==> config.mk <==
export PLATFORM = sky130hd
export DESIGN_NAME = error_report_ctrl_flat
export DESIGN_NICKNAME = d
export VERILOG_FILES = /design/src/rtl/error_report_if.sv /design/src/rtl/error_report_ctrl.sv /design/src/flat_wrapper.sv
export SDC_FILE = /design/constraint.sdc
export NUM_CORES = 1
export LEC_CHECK = 0
export BUFFER_PORTS_ARGS = -buffer_cell sky130_fd_sc_hd__buf_4
export CORE_MARGIN = 5
export CORE_UTILIZATION = 35
export DETAILED_ROUTE_END_ITERATION = 7
export GPL_ROUTABILITY_DRIVEN = 1
export PLACE_DENSITY = 0.54
export SLEW_MARGIN = 10
export SYNTH_ARGS = -nofsm -noshare
export SYNTH_HDL_FRONTEND = slang
export SYNTH_SLANG_ARGS = --single-unit
==> constraint.sdc <==
create_clock -name clk -period 5.2 [get_ports clk]
set_input_delay 0.52 -clock clk [delete_from_list [all_inputs] [get_ports clk]]
set_output_delay 0.52 -clock clk [all_outputs]
set_load 0.01 [all_outputs]
==> src/rtl/error_report_if.sv <==
// Per-channel error update bus between the report scheduler and the error latch bank.
// The master drives the reported value and its one-hot single-cycle capture strobe.
interface error_report_if #(
    parameter int NCH = 18
);
    logic [NCH-1:0] err_in;
    logic [NCH-1:0] send_err;

    modport master (
        output err_in,
        output send_err
    );

    modport slave (
        input err_in,
        input send_err
    );
endinterface

==> src/rtl/error_report_ctrl.sv <==
// Round-robin scheduler that pushes stale per-channel error levels to the latch bank,
// one strobe at a time with a fixed hold-off and an optional periodic full refresh.
module error_report_ctrl #(
    parameter int NCH            = 18,
    parameter int HOLD_CYCLES    = 4,
    parameter int REFRESH_PERIOD = 65535,
    parameter int CNT_W          = 16
) (
    input  logic             clk,
    input  logic             reset,
    input  logic             enable,
    input  logic [NCH-1:0]   err_raw,
    error_report_if.master   err_bus,
    output logic             busy,
    output logic [CNT_W-1:0] sent_count
);

    localparam int PTR_W  = (NCH > 1) ? $clog2(NCH) : 1;
    localparam int HOLD_W = 8;
    localparam int RC_W   = (REFRESH_PERIOD > 1) ? $clog2(REFRESH_PERIOD) : 1;

    typedef enum logic [1:0] {
        IDLE = 2'd0,
        SCAN = 2'd1,
        SEND = 2'd2,
        HOLD = 2'd3
    } state_t;

    state_t             state_reg, state_next;
    logic [NCH-1:0]     sync_reg;
    logic [NCH-1:0]     err_in_reg, err_in_next;
    logic [NCH-1:0]     send_err_reg, send_err_next;
    logic [NCH-1:0]     refresh_req_reg, refresh_req_next;
    logic [PTR_W-1:0]   ptr_reg, ptr_next, ptr_inc;
    logic [HOLD_W-1:0]  hold_reg, hold_next;
    logic [CNT_W-1:0]   sent_count_reg, sent_count_next;
    logic [NCH-1:0]     pending;
    logic [NCH-1:0]     ptr_onehot;
    logic               pending_at_ptr;
    logic               do_send;
    logic               refresh_tick;

    // A channel is stale when the sampled level differs from what was last reported.
    genvar gi;
    generate
        for (gi = 0; gi < NCH; gi++) begin : g_ch
            assign pending[gi]    = (sync_reg[gi] ^ err_in_reg[gi]) | refresh_req_reg[gi];
            assign ptr_onehot[gi] = (ptr_reg == PTR_W'(gi));
        end
    endgenerate

    assign pending_at_ptr = |(pending & ptr_onehot);
    assign ptr_inc        = (ptr_reg == PTR_W'(NCH - 1)) ? '0 : ptr_reg + 1'b1;

    generate
        if (REFRESH_PERIOD > 0) begin : g_refresh
            logic [RC_W-1:0] refresh_cnt_reg;
            logic            refresh_wrap;

            assign refresh_wrap = (refresh_cnt_reg == RC_W'(REFRESH_PERIOD - 1));
            assign refresh_tick = enable & refresh_wrap;

            always_ff @(posedge clk) begin
                if (reset) begin
                    refresh_cnt_reg <= '0;
                end else if (enable) begin
                    refresh_cnt_reg <= refresh_wrap ? '0 : refresh_cnt_reg + 1'b1;
                end
            end
        end else begin : g_no_refresh
            assign refresh_tick = 1'b0;
        end
    endgenerate

    always_ff @(posedge clk) begin
        if (reset) begin
            state_reg <= IDLE;
        end else begin
            state_reg <= state_next;
        end
    end

    always_comb begin
        state_next = state_reg;
        case (state_reg)
            IDLE: begin
                if (enable) begin
                    state_next = SCAN;
                end
            end
            SCAN: begin
                if (!enable) begin
                    state_next = IDLE;
                end else if (pending_at_ptr) begin
                    state_next = SEND;
                end
            end
            SEND: state_next = HOLD;
            HOLD: begin
                // Hold-off runs to completion regardless of enable.
                if (hold_reg <= HOLD_W'(1)) begin
                    state_next = enable ? SCAN : IDLE;
                end
            end
            default: state_next = IDLE;
        endcase
    end

    always_comb begin
        ptr_next  = ptr_reg;
        hold_next = hold_reg;
        do_send   = 1'b0;
        case (state_reg)
            SCAN: begin
                if (enable && !pending_at_ptr) begin
                    ptr_next = ptr_inc;
                end
            end
            SEND: begin
                do_send   = 1'b1;
                ptr_next  = ptr_inc;
                hold_next = HOLD_W'(HOLD_CYCLES);
            end
            HOLD: begin
                if (hold_reg != '0) begin
                    hold_next = hold_reg - 1'b1;
                end
            end
            default: ;
        endcase
    end

    // The served bit is cleared after the tick is applied, so a same-cycle refresh
    // of the channel being sent does not cause an immediate repeat.
    always_comb begin
        err_in_next      = err_in_reg;
        send_err_next    = '0;
        refresh_req_next = refresh_tick ? '1 : refresh_req_reg;
        sent_count_next  = sent_count_reg;
        if (do_send) begin
            err_in_next      = (err_in_reg & ~ptr_onehot) | (sync_reg & ptr_onehot);
            send_err_next    = ptr_onehot;
            refresh_req_next = refresh_req_next & ~ptr_onehot;
            if (sent_count_reg != '1) begin
                sent_count_next = sent_count_reg + 1'b1;
            end
        end
    end

    always_ff @(posedge clk) begin
        if (reset) begin
            sync_reg        <= '0;
            err_in_reg      <= '0;
            send_err_reg    <= '0;
            refresh_req_reg <= '0;
            ptr_reg         <= '0;
            hold_reg        <= '0;
            sent_count_reg  <= '0;
        end else begin
            sync_reg        <= err_raw;
            err_in_reg      <= err_in_next;
            send_err_reg    <= send_err_next;
            refresh_req_reg <= refresh_req_next;
            ptr_reg         <= ptr_next;
            hold_reg        <= hold_next;
            sent_count_reg  <= sent_count_next;
        end
    end

    assign err_bus.err_in   = err_in_reg;
    assign err_bus.send_err = send_err_reg;
    assign sent_count       = sent_count_reg;
    assign busy             = (state_reg != IDLE) | (|pending);

endmodule

==> src/flat_wrapper.sv <==
// flat-port wrapper written by rule: the top's interface ports become plain ports
module error_report_ctrl_flat 
#(
    parameter int NCH            = 18,
    parameter int HOLD_CYCLES    = 4,
    parameter int REFRESH_PERIOD = 65535,
    parameter int CNT_W          = 16
)
  (clk, reset, enable, err_raw, busy, sent_count, err_bus_err_in, err_bus_send_err);
  error_report_if #(.NCH(NCH)) err_bus_i ();
  input  logic clk;
  input  logic reset;
  input  logic enable;
  input  logic [NCH-1:0] err_raw;
  output logic busy;
  output logic [CNT_W-1:0] sent_count;
  output wire logic [$bits(err_bus_i.err_in)-1:0] err_bus_err_in;
  output wire logic [$bits(err_bus_i.send_err)-1:0] err_bus_send_err;
  assign err_bus_err_in = err_bus_i.err_in;
  assign err_bus_send_err = err_bus_i.send_err;
  error_report_ctrl #(.NCH(NCH), .HOLD_CYCLES(HOLD_CYCLES), .REFRESH_PERIOD(REFRESH_PERIOD), .CNT_W(CNT_W)) u_core (.clk(clk), .reset(reset), .enable(enable), .err_raw(err_raw), .err_bus(err_bus_i), .busy(busy), .sent_count(sent_count));
endmodule
==> results.md, run 1 <==
* Total Nets Final at 663
* Status: finished clean
* First-pass GRT wire length at 19650 microns
* Psw at 0.0005853 W
* Number of detailed-route iterations in the first pass at 4
* Antenna viol nets, final at 0
* Count of final hold-check violations at 0
* Reg2reg path depth at 7
* Largest net degree at the start of global routing at 92
* Min-delay src: err_raw[2]
* Syn_area_per_cell at 9.023 sq um
* Tcrit/Tclk final at 0.4899
* Sw Ratio at 0.2637
* RSZ-0062 raised after global routing: false
* Final Skew at 0.01739 ns
* Sequential area share after synthesis at 0.4698
* Area Growth Syn to Fin at 24.03%
* CTS buffer count at 17
* Hold depth at 2
* Dpl cell area at 5732 sq um
* CTS tree: done
* Post-synth EDFFs at 0
* Fin area at 6290 sq um
* Via Count at 4056
* Synthesized Nets at 593
* Internal at 0.001634 W
* Die Footprint at 17000 sq um
* H-tree depth at 4
* Slew at the pin closest to its max-slew limit at 1.077 ns
* Max Buffers Root-to-Sink at 2
* CP Data Required Time at 4.68 ns
* Post-synth cell types at 62
* # diodes at 0
* Die Y at 130.4 microns
* Ys Warns at 0
* Residual DRC count at 0
* Post-layout util at 0.4377
* Max-capacitance violation count at 0
* Pins Over Slew Limit at 0
* Total Neg Setup Slack at 0 ns
* Max FO, Critical Path at 3
* Wirelength, routed at 11860 microns
* Vias in the first global route at 3941
* Vias per cell at 4.893
* Ports at 74
* Cts hold-fix bufs at 0
* Placer Congestion at 0.8453
* CP Data Arrival Time at 2.03 ns
* Pwr dens at 352.9 nW/um^2
* Post-CTS Resized at 0
* DP HPWL at 8358 microns
* Post-synth top flop: dfxtp_1
* Mapped Area at 5071 sq um
* Initial DRC Count at 253
* Yosys top cell by area: dfxtp_1
* Hold Slack at 0.3080 ns
* Register share of total power at 0.435
* Clock Sinks at 119
* VDD IR max at 0.1794 mV
* Clock network power share at 0.486
* Fraction of registers with async set/reset at 0
* Setup violations, final at 0
* CTS Root Cell: clkbuf_16
* Row count at 44
* Avg WL per Cell at 14.31 microns
* Later-pin clock latency in the skew report at 0.42 ns
* Die width at 130.4 microns
* Leakage power at 2.485 nW
* Initial antenna violation count at 0
* Remaining global-route overflow at 0
* Fmax at 0.3925 GHz
* Core ar. at 14370 sq um
* Worst setup EP type: output port
* Comb pwr share at 0.079
* Setup Buffers After CTS at 0
* FILL cells at 1404
* Most numerous cell in the Yosys netlist: dfxtp_1
* Overall Power at 0.002220 W
* Hold WC Path Type: in -> reg
* R2r startpoint: u_core.ptr_reg[0]
* Initial Util at 0.3529
* Slew headroom at 0.2763
* Largest cells by area after synthesis: dfxtp_1 47%, nor2_1 8.7%, xor2_1 6.6%
* Share of cells above drive strength 1 at 0.1953
* Clock slew at reported path FFs at 0.06 ns
* Commonest cells in the netlist: 119 x dfxtp_1, 118 x nor2_1, 39 x nand2_1
* #FFs+latches synth at 119
* Yosys top cell area share at 0.4698
* Crit path kind: reg -> out
* GRT Total Usage at 0.1475
* CP Launch Type: flop
* Final worst path period need at 2.548 ns
* Mapped Cells at 562
* PortBufs at 73
-- cell families (layout without fill, tap and decap cells) --
kind of cell,count (synthesis),after routing,share of synthesized area
and+or+nand+nor,282,282,0.2680
DFF,119,119,0.4698
xor gates and xnor gates,53,53,0.09524
AOI/OAI and AO/OA,49,49,0.07600
buffers and inverters,32,115,0.03059
muxes,17,17,0.03578
adders and majority gates,10,10,0.02467
-- power groups by stage --
stage	Combinational (W)	Clock, W	Sequential (W)
floorplan	0.000136	0	0.000973
global placement	0.000173	0	0.000984
detailed placement	0.000174	0	0.000985
CTS	0.000176	0.00111	0.000965
global route	0.000195	0.00115	0.000969
finish	0.000176	0.00108	0.000965
-- worst max-delay path, stage by stage, from the launching register on --
cell and delay, ns:
dfxtp_1 0.33, xor2_1 0.19, nor4_1 0.44, nand3_1 0.15, nor4_1 0.19, nand3_1 0.14
buf_4 0.17
-- layout by cell type, fill, tap and decap left out, types with 2 or more instances in the layout --
cell / count
dfxtp_1: 119
nor2_1: 118
buf_4: 73
nand2_1: 39
xor2_1: 38
nor3_1: 34
nand3_1: 19
nor2b_1: 19
nand4_1: 17
clkbuf_16: 17
mux2i_1: 14
xnor2_1: 14
o21ai_0: 12
nor4_1: 10
ha_1: 10
inv_1: 8
a21oi_1: 8
and3_1: 6
a31oi_1: 5
and4_1: 4
clkinvlp_4: 4
clkinv_4: 4
inv_6: 3
inv_2: 2
o22ai_1: 2
and4b_1: 2
o2111ai_1: 2
mux2_4: 2
o32ai_1: 2
o21a_1: 2
and2_1: 2
inv_8: 2
-- path summary, 6_finish.rpt --
kind                              to  slack, ns
setup / recovery                busy       2.65
setup reg to reg   u_core.ptr_reg[4]       2.67
hold reg to reg                 flop       0.47
hold / removal    u_core.sync_reg[2]       0.31
-- routing by layer --
layer | vias to the layer above | routed length [microns] | global-route usage
met5 | - | 0 | 0
met3 | 8 | 746 | 0.05081
li1 | 2071 | - | -
met4 | 0 | 124 | 0.05505
met1 | 1872 | 5552 | 0.1947
met2 | 105 | 5436 | 0.2239
-- area by class of cell --
| type | instances | area [sq um] | area share |
|---|---|---|---|
| multi-input cells | 411 | 2534 | 0.4028 |
| flip-flops and latches | 119 | 2382 | 0.3788 |
| repair buffers | 73 | 548.0 | 0.08713 |
| clock buffers | 18 | 439.2 | 0.06982 |
| well taps | 184 | 230.2 | 0.03660 |
| clock inverters | 14 | 118.9 | 0.01890 |
| inverters | 10 | 37.54 | 0.005968 |
-- through the flow --
step                std cells  setup slack, ns
floorplan                 562            2.984
CTS                       829            2.625
detailed placement        797            2.624
finish                    829            2.652
global placement          797            2.694
global route              829            2.529
Power figures use the tool's default switching activity.
==> run 2, diff against run 1 <==
--- a/config.mk
+++ b/config.mk
@@ -5,12 +5,13 @@
 export SDC_FILE = /design/constraint.sdc
 export NUM_CORES = 1
 export LEC_CHECK = 0
+export ABC_AREA = 1
 export BUFFER_PORTS_ARGS = -buffer_cell sky130_fd_sc_hd__buf_4
 export CORE_MARGIN = 5
 export CORE_UTILIZATION = 35
 export DETAILED_ROUTE_END_ITERATION = 7
 export GPL_ROUTABILITY_DRIVEN = 1
-export PLACE_DENSITY = 0.54
+export PLACE_DENSITY = 0.56
 export SLEW_MARGIN = 10
 export SYNTH_ARGS = -nofsm -noshare
 export SYNTH_HDL_FRONTEND = slang
==> constraint.sdc (replaced) <==
create_clock -name clk -period 2.2 [get_ports clk]
set_input_delay 0.22 -clock clk [delete_from_list [all_inputs] [get_ports clk]]
set_output_delay 0.22 -clock clk [all_outputs]
set_load 0.01 [all_outputs]
==> run 2 against run 1 <==
Effect of this change:
- worst hold slack worse by 0.29 ns
- total power grew 150%
- clock power grew to 2.6 times the previous value
- first-iteration DRC count up 3.6%
- sequential power increased by 130%
- setup slack worse by 2.5 ns
- routed wire length grew 6.3%
- sequential share of layout area shrank 2.3 points
- critical endpoint unchanged
- largest power group unchanged
==> results.md, run 2 <==
* Post-synth cell types at 39 (was 62)
* Antenna viol nets, final at 0 (unchanged)
* Slew at the pin closest to its max-slew limit at 0.7257 ns (was 1.077 ns)
* Area Growth Syn to Fin at 27.76% (was 24.03%)
* Row count at 44 (unchanged)
* Via Count at 4709 (was 4056)
* Total Neg Setup Slack at 0 ns (unchanged)
* Most numerous cell in the Yosys netlist: nand2_1 (was dfxtp_1)
* Commonest cells in the netlist: 141 x nand2_1, 131 x nor2_1, 119 x dfxtp_1 (was 119 x dfxtp_1, 118 x nor2_1, 39 x nand2_1)
* Fin area at 6714 sq um (was 6290 sq um)
* Initial antenna violation count at 0 (unchanged)
* # diodes at 0 (unchanged)
* Wirelength, routed at 12610 microns (was 11860 microns)
* Dpl cell area at 6011 sq um (was 5732 sq um)
* Pwr dens at 822.3 nW/um^2 (was 352.9 nW/um^2)
* Final Skew at 0.008262 ns (was 0.01739 ns)
* Mapped Cells at 737 (was 562)
* Critical Path Max Stage Delay at 0.32 ns (was 0.44 ns)
* Final worst path period need at 2.026 ns
* Avg WL per Cell at 12.28 microns (was 14.31 microns)
* Crit path kind: reg -> out (unchanged)
* Most common cell after layout, fill and taps aside: nand2_1 (was dfxtp_1)
* Die width at 132.5 microns (was 130.4 microns)
* Core ar. at 14640 sq um (was 14370 sq um)
* Largest cells by area after synthesis: dfxtp_1 45%, nand2_1 10%, nor2_1 9.4% (was dfxtp_1 47%, nor2_1 8.7%, xor2_1 6.6%)
* Sequential area share after synthesis at 0.4533 (was 0.4698)
* Setup violations, final at 0 (unchanged)
* CP Launch Type: flop (unchanged)
* Die Footprint at 17570 sq um (was 17000 sq um)
* First-pass GRT wire length at 21100 microns (was 19650 microns)
* Yosys top cell by area: dfxtp_1 (unchanged)
* Placement Setup Slack at 0.3492 ns (was 2.624 ns)
* Pins Over Slew Limit at 0 (unchanged)
* Mapped Area at 5255 sq um (was 5071 sq um)
* Buf+Inv Stages, Crit Path at 2 (was 1)
* Largest net degree at the start of global routing at 39 (was 92)
* CP Data Arrival Time at 1.81 ns (was 2.03 ns)
* DP Cell Count at 987 (was 797)
* CP Cell Sequence: inv_1 > a21oi_1 > o21ai_0 > nor4_1 > nand3_1 > nand3b_1 > buf_4 (was xor2_1 > nor4_1 > nand3_1 > nor4_1 > nand3_1 > buf_4)
* Initial Util at 0.3589 (was 0.3529)
* Worst setup EP type: output port (unchanged)
* Setup WS post-layout at 0.1745 ns (was 2.652 ns)
* CTS tree: done (unchanged)
* Tcrit/Tclk final at 0.9207
* DP HPWL at 9150 microns (was 8358 microns)
* Residual DRC count at 0 (unchanged)
* Max FO, Critical Path at 3 (unchanged)
* Vias in the first global route at 4334 (was 3941)
* Crit path depth at 7 (was 6)
* Count of final hold-check violations at 0 (unchanged)
* Share of cells above drive strength 1 at 0.1507 (was 0.1953)
* CTS Root Cell: clkbuf_16 (unchanged)
* Syn_area_per_cell at 7.130 sq um (was 9.023 sq um)
* Later-pin clock latency in the skew report at 0.41 ns (was 0.42 ns)
* Setup Buffers After CTS at 0 (unchanged)
* PortBufs at 73 (unchanged)
* Clock slew at reported path FFs at 0.05 ns (was 0.06 ns)
* Die Y at 132.5 microns (was 130.4 microns)
* Ports at 74 (unchanged)
* Ys Warns at 0 (unchanged)
* Post-synth EDFFs at 0 (unchanged)
* Final Non-Filler Cells at 1027 (was 829)
* CP Data Required Time at 1.98 ns (was 4.68 ns)
* Placer Congestion at 0.8533 (was 0.8453)
* Max Buffers Root-to-Sink at 2 (unchanged)
* Remaining global-route overflow at 0 (unchanged)
* Hold depth at 3 (was 2)
* Synthesized Nets at 768 (was 593)
* Status: finished clean (unchanged)
* Slew headroom at 0.5150 (was 0.2763)
* Most frequent cells in the layout: 141 x nand2_1, 131 x nor2_1, 116 x inv_1, 116 x dfxtp_1, 80 x buf_4 (was 119 x dfxtp_1, 118 x nor2_1, 73 x buf_4)
* Fraction of registers with async set/reset at 0 (unchanged)
* H-tree depth at 4 (unchanged)
* Delay-heaviest family, CP: simple AND/OR/NAND/NOR gates (unchanged)
* Reg2reg path depth at 10 (was 7)
* Clock Sinks at 119 (unchanged)
* Hold WC Path Type: in -> reg (unchanged)
* RSZ-0062 raised after global routing: false (unchanged)
* Max-capacitance violation count at 0 (unchanged)
* VDD IR max at 0.5936 mV (was 0.1794 mV)
* Leakage power at 2.819 nW (was 2.485 nW)
* Vias per cell at 4.585 (was 4.893)
* Fmax at 0.4937 GHz
* Hold Slack at 0.01958 ns (was 0.3080 ns)
* Post-synth top flop: dfxtp_1 (unchanged)
* Crit path max-delay cell type: dfxtp_1 (was nor4_1)
* Number of detailed-route iterations in the first pass at 5 (was 4)
* Yosys top cell area share at 0.4533 (was 0.4698)
* CTS buffer count at 17 (unchanged)
* Initial DRC Count at 262 (was 253)
* GRT Total Usage at 0.1470 (was 0.1475)
* #FFs+latches synth at 119 (unchanged)
* Total Nets Final at 862 (was 663)
## run 2: worst paths after layout
path              slack, ns            startpoint                   end
setup / recovery       0.17                  flop                  busy
hold / removal         0.02           err_raw[12]   u_core.sync_reg[12]
setup reg to reg       0.31  u_core.sent_count[0]  u_core.sent_count[6]
hold reg to reg        0.45    u_core.hold_reg[4]    u_core.hold_reg[4]
## run 2: where the power goes
group | switching, W | internal (W) | total (W)
clock | 0.000930 | 0.00191 | 0.00284
combinational | 0.000276 | 0.000155 | 0.000431
sequential | 0.0000449 | 0.00221 | 0.00225
## run 2: final cells by class
type / instances / area, sq um
tap: 184 / 230.2
clock buffer: 21 / 450.4
clock inverter: 10 / 152.6
multi-input combinational: 484 / 2354
timing repair buffer: 89 / 690.7
inverter: 120 / 450.4
sequential: 119 / 2386
fill: 1493 / 7930
## run 2: worst register-to-register path, stage by stage, from the launching register on
cell     delay (ns)
dfxtp_1        0.38
ha_1           0.21
inv_1          0.06
nor2_1         0.23
nand4_1        0.17
nand2_2        0.21
inv_2          0.14
nand2_1        0.14
nor2_1         0.05
a21oi_1        0.12
nor3_1         0.05
## run 2: cells by family after synthesis
| group | synth area share |
|---|---|
| xor+xnor | 0.01500 |
| fa+ha+maj | 0.02381 |
| flops | 0.4533 |
| compound gates | 0.1098 |
| buf+inv | 0.1000 |
| simple gates | 0.2981 |
## run 2: what timing repair did
item	4_1_cts	5_1_grt
hold buffers	9	0
setup endpoints to repair	0	1
resized for setup	0	5
endpoints found under the hold margin	9	0
## run 2: through the flow
step | utilization | power [W]
after floorplan | - | 0.002587
after global placement | 0.4105 | 0.002718
after CTS | 0.4578 | 0.005593
final | 0.4585 | 0.005521
after detailed placement | 0.4105 | 0.002715
after global routing | 0.4585 | 0.005763
## run 2: metal layers
layer,share of wire,global-route usage,wire (microns)
met1,0.51,0.2038,6449
met2,0.43,0.2170,5362
met3,0.050,0.04290,625
met4,0.014,0.05370,174
met5,0,0,0
==> run 3, diff against run 2 <==
--- a/config.mk
+++ b/config.mk
@@ -11,7 +11,7 @@
 export CORE_UTILIZATION = 35
 export DETAILED_ROUTE_END_ITERATION = 7
 export GPL_ROUTABILITY_DRIVEN = 1
-export PLACE_DENSITY = 0.56
+export PLACE_DENSITY = 0.54
 export SLEW_MARGIN = 10
 export SYNTH_ARGS = -nofsm -noshare
 export SYNTH_HDL_FRONTEND = slang
==> constraint.sdc (replaced) <==
create_clock -name clk -period 2.4 [get_ports clk]
set_input_delay 0.24 -clock clk [delete_from_list [all_inputs] [get_ports clk]]
set_output_delay 0.24 -clock clk [all_outputs]
set_load 0.01 [all_outputs]
==> run 3 against run 2 <==
Effect of this change:
- critical path depth did not move
- utilization fell by 0.24 points
- cell area fell by 0.52%
- register-to-register slack improved by 0.20 ns
- non-clock buffer count fell by 11
- clock power rose by 4%
- critical endpoint unchanged
- largest power group unchanged
- highest routed layer unchanged
==> results.md, run 3 (same netlist as run 2, synthesis figures left out) <==
* Status: finished clean (unchanged)
* Dpl cell area at 5996 sq um (was 6011 sq um)
* Max-capacitance violation count at 0 (unchanged)
* Setup violations, final at 0 (unchanged)
* Die Footprint at 17570 sq um (unchanged)
* Die width at 132.5 microns (unchanged)
* Avg WL per Cell at 12.85 microns (was 12.28 microns)
* Placer Congestion at 0.8845 (was 0.8533)
* Clock Sinks at 119 (unchanged)
* Placement Setup Slack at 0.5430 ns (was 0.3492 ns)
* Initial Util at 0.3589 (unchanged)
* Final worst path period need at 2.146 ns
* Reg2reg path depth at 10 (unchanged)
* Leakage power at 2.802 nW (was 2.819 nW)
* Remaining global-route overflow at 0 (unchanged)
* Top Layer Used: met4 (unchanged)
* WL met3 at 693 microns (was 625 microns)
* DP HPWL at 9471 microns (was 9150 microns)
* Die Y at 132.5 microns (unchanged)
* PortBufs at 73 (unchanged)
* Count of final hold-check violations at 0 (unchanged)
* # diodes at 0 (unchanged)
* RSZ-0062 raised after global routing: false (unchanged)
* Worst setup EP type: output port (unchanged)
* CTS Root Cell: clkbuf_16 (unchanged)
* Later-pin clock latency in the skew report at 0.42 ns (was 0.41 ns)
* First-pass GRT wire length at 22140 microns (was 21100 microns)
* Max FO, Critical Path at 3 (unchanged)
* Slew at the pin closest to its max-slew limit at 0.8538 ns (was 0.7257 ns)
* Number of detailed-route iterations in the first pass at 5 (unchanged)
* Setup WS post-layout at 0.2535 ns (was 0.1745 ns)
* FF-to-FF End: u_core.sent_count[6] (unchanged)
* Buf+Inv Stages, Crit Path at 2 (unchanged)
* Wirelength, routed at 13060 microns (was 12610 microns)
* Hold depth at 3 (unchanged)
* Crit path depth at 7 (unchanged)
* Pwr dens at 806.4 nW/um^2 (was 822.3 nW/um^2)
* Core ar. at 14640 sq um (unchanged)
* Hold WC Path Type: in -> reg (unchanged)
* Via Count at 4857 (was 4709)
* Min-delay src: err_raw[2] (was err_raw[12])
* CP Data Arrival Time at 1.91 ns (was 1.81 ns)
* FF-to-FF setup slack at 0.51 ns (was 0.31 ns)
* Most common cell after layout, fill and taps aside: nand2_1 (unchanged)
* Tcrit/Tclk final at 0.8944
* Crit path kind: reg -> out (unchanged)
* Vias in the first global route at 4754 (was 4334)
* CTS buffer count at 17 (unchanged)
* Row count at 44 (unchanged)
* Overall Power at 0.005386 W (was 0.005521 W)
* Share of cells above drive strength 1 at 0.1489 (was 0.1507)
* Vias per cell at 4.776 (was 4.585)
* VDD IR max at 0.4124 mV (was 0.5936 mV)
* Cts hold-fix bufs at 0 (was 9)
* Delay-heaviest family, CP: simple AND/OR/NAND/NOR gates (unchanged)
* Largest net degree at the start of global routing at 39 (unchanged)
* Max Buffers Root-to-Sink at 2 (unchanged)
* Initial antenna violation count at 0 (unchanged)
* Critical Path Max Stage Delay at 0.35 ns (was 0.32 ns)
* Antenna viol nets, final at 0 (unchanged)
* Crit path max-delay cell type: dfxtp_1 (unchanged)
* M1 wire length at 6400 microns (was 6449 microns)
* Residual DRC count at 0 (unchanged)
* Slew headroom at 0.4301 (was 0.5150)
* Ports at 74 (unchanged)
* R2r startpoint: u_core.sent_count[0] (unchanged)
* Post-CTS Resized at 0 (unchanged)
* Metal2 WL at 5861 microns (was 5362 microns)
* Area Growth Syn to Fin at 27.10% (was 27.76%)
* Fin area at 6679 sq um (was 6714 sq um)
* Most frequent cells in the layout: 141 x nand2_1, 131 x nor2_1, 119 x dfxtp_1 (was 141 x nand2_1, 131 x nor2_1, 116 x inv_1, 116 x dfxtp_1, 80 x buf_4)
* Hold Crit Endpoint: u_core.sync_reg[2] (was u_core.sync_reg[12])
* CP Launch Type: flop (unchanged)
* Hold Slack at 0.02192 ns (was 0.01958 ns)
* H-tree depth at 4 (unchanged)
* CP Cell Sequence: inv_1 > a21oi_1 > o21ai_0 > nor4_1 > nand3_1 > nand3b_1 > buf_4 (unchanged)
* Total Nets Final at 851 (was 862)
* GRT Total Usage at 0.1528 (was 0.1470)
* Final Skew at 0.01398 ns (was 0.008262 ns)
* Fmax at 0.4659 GHz
* Total Neg Setup Slack at 0 ns (unchanged)
* Pins Over Slew Limit at 0 (unchanged)
* Setup Buffers After CTS at 0 (unchanged)
* Clock slew at reported path FFs at 0.06 ns (was 0.05 ns)
* CTS tree: done (unchanged)
* Initial DRC Count at 305 (was 262)
* CP Data Required Time at 2.16 ns (was 1.98 ns)
## run 3: where the power goes
group / leakage [nW] / switching [W] / total (W) / internal (W)
logic: 1.51 / 0.000254 / 0.000384 / 0.000130
clock network: 0.330 / 0.000893 / 0.00294 / 0.00204
registers: 0.965 / 0.0000429 / 0.00207 / 0.00202
## run 3: worst reg2reg max path: stages, from the launching register on
cell	delay, ns
dfxtp_1	0.38
ha_1	0.22
inv_1	0.07
nor2_1	0.23
nand4_1	0.15
nand2_2	0.20
inv_2	0.15
nand2_1	0.14
nor2_1	0.06
a21oi_1	0.12
nor3_1	0.05
## run 3: per-stage QoR
stage,instances,utilization
2_1_floorplan,737,-
3_3_place_gp,985,0.4094
3_5_place_dp,985,0.4094
4_1_cts,1017,0.4561
5_1_grt,1017,0.4561
6_report,1017,0.4561
## run 3: worst max-delay path by stage
stage | from | endpoint | slack (ns)
after floorplan | u_core.sent_count[0] | u_core.sent_count[5] | 0.76
after global placement | u_core.sent_count[0] | u_core.sent_count[6] | 0.58
after detailed placement | u_core.sent_count[0] | u_core.sent_count[6] | 0.54
after CTS | flop | busy | 0.20
after global routing | flop | busy | 0.14
final | flop | busy | 0.25
## run 3: layout make-up
cell class,count,area [sq um]
fill,1461,7965
tap,184,230.2
multi-input combinational,484,2347
inverter,120,450.4
clock buffer,18,429.2
sequential,119,2382
clock inverter,14,254.0
timing repair buffer,78,585.6
## run 3: metal layers
| metal | global-route usage | vias up |
|---|---|---|
| met4 | 0.04792 | 0 |
| met5 | 0 | - |
| met3 | 0.05391 | 13 |
| li1 | - | 2495 |
| met1 | 0.1961 | 2242 |
| met2 | 0.2416 | 107 |
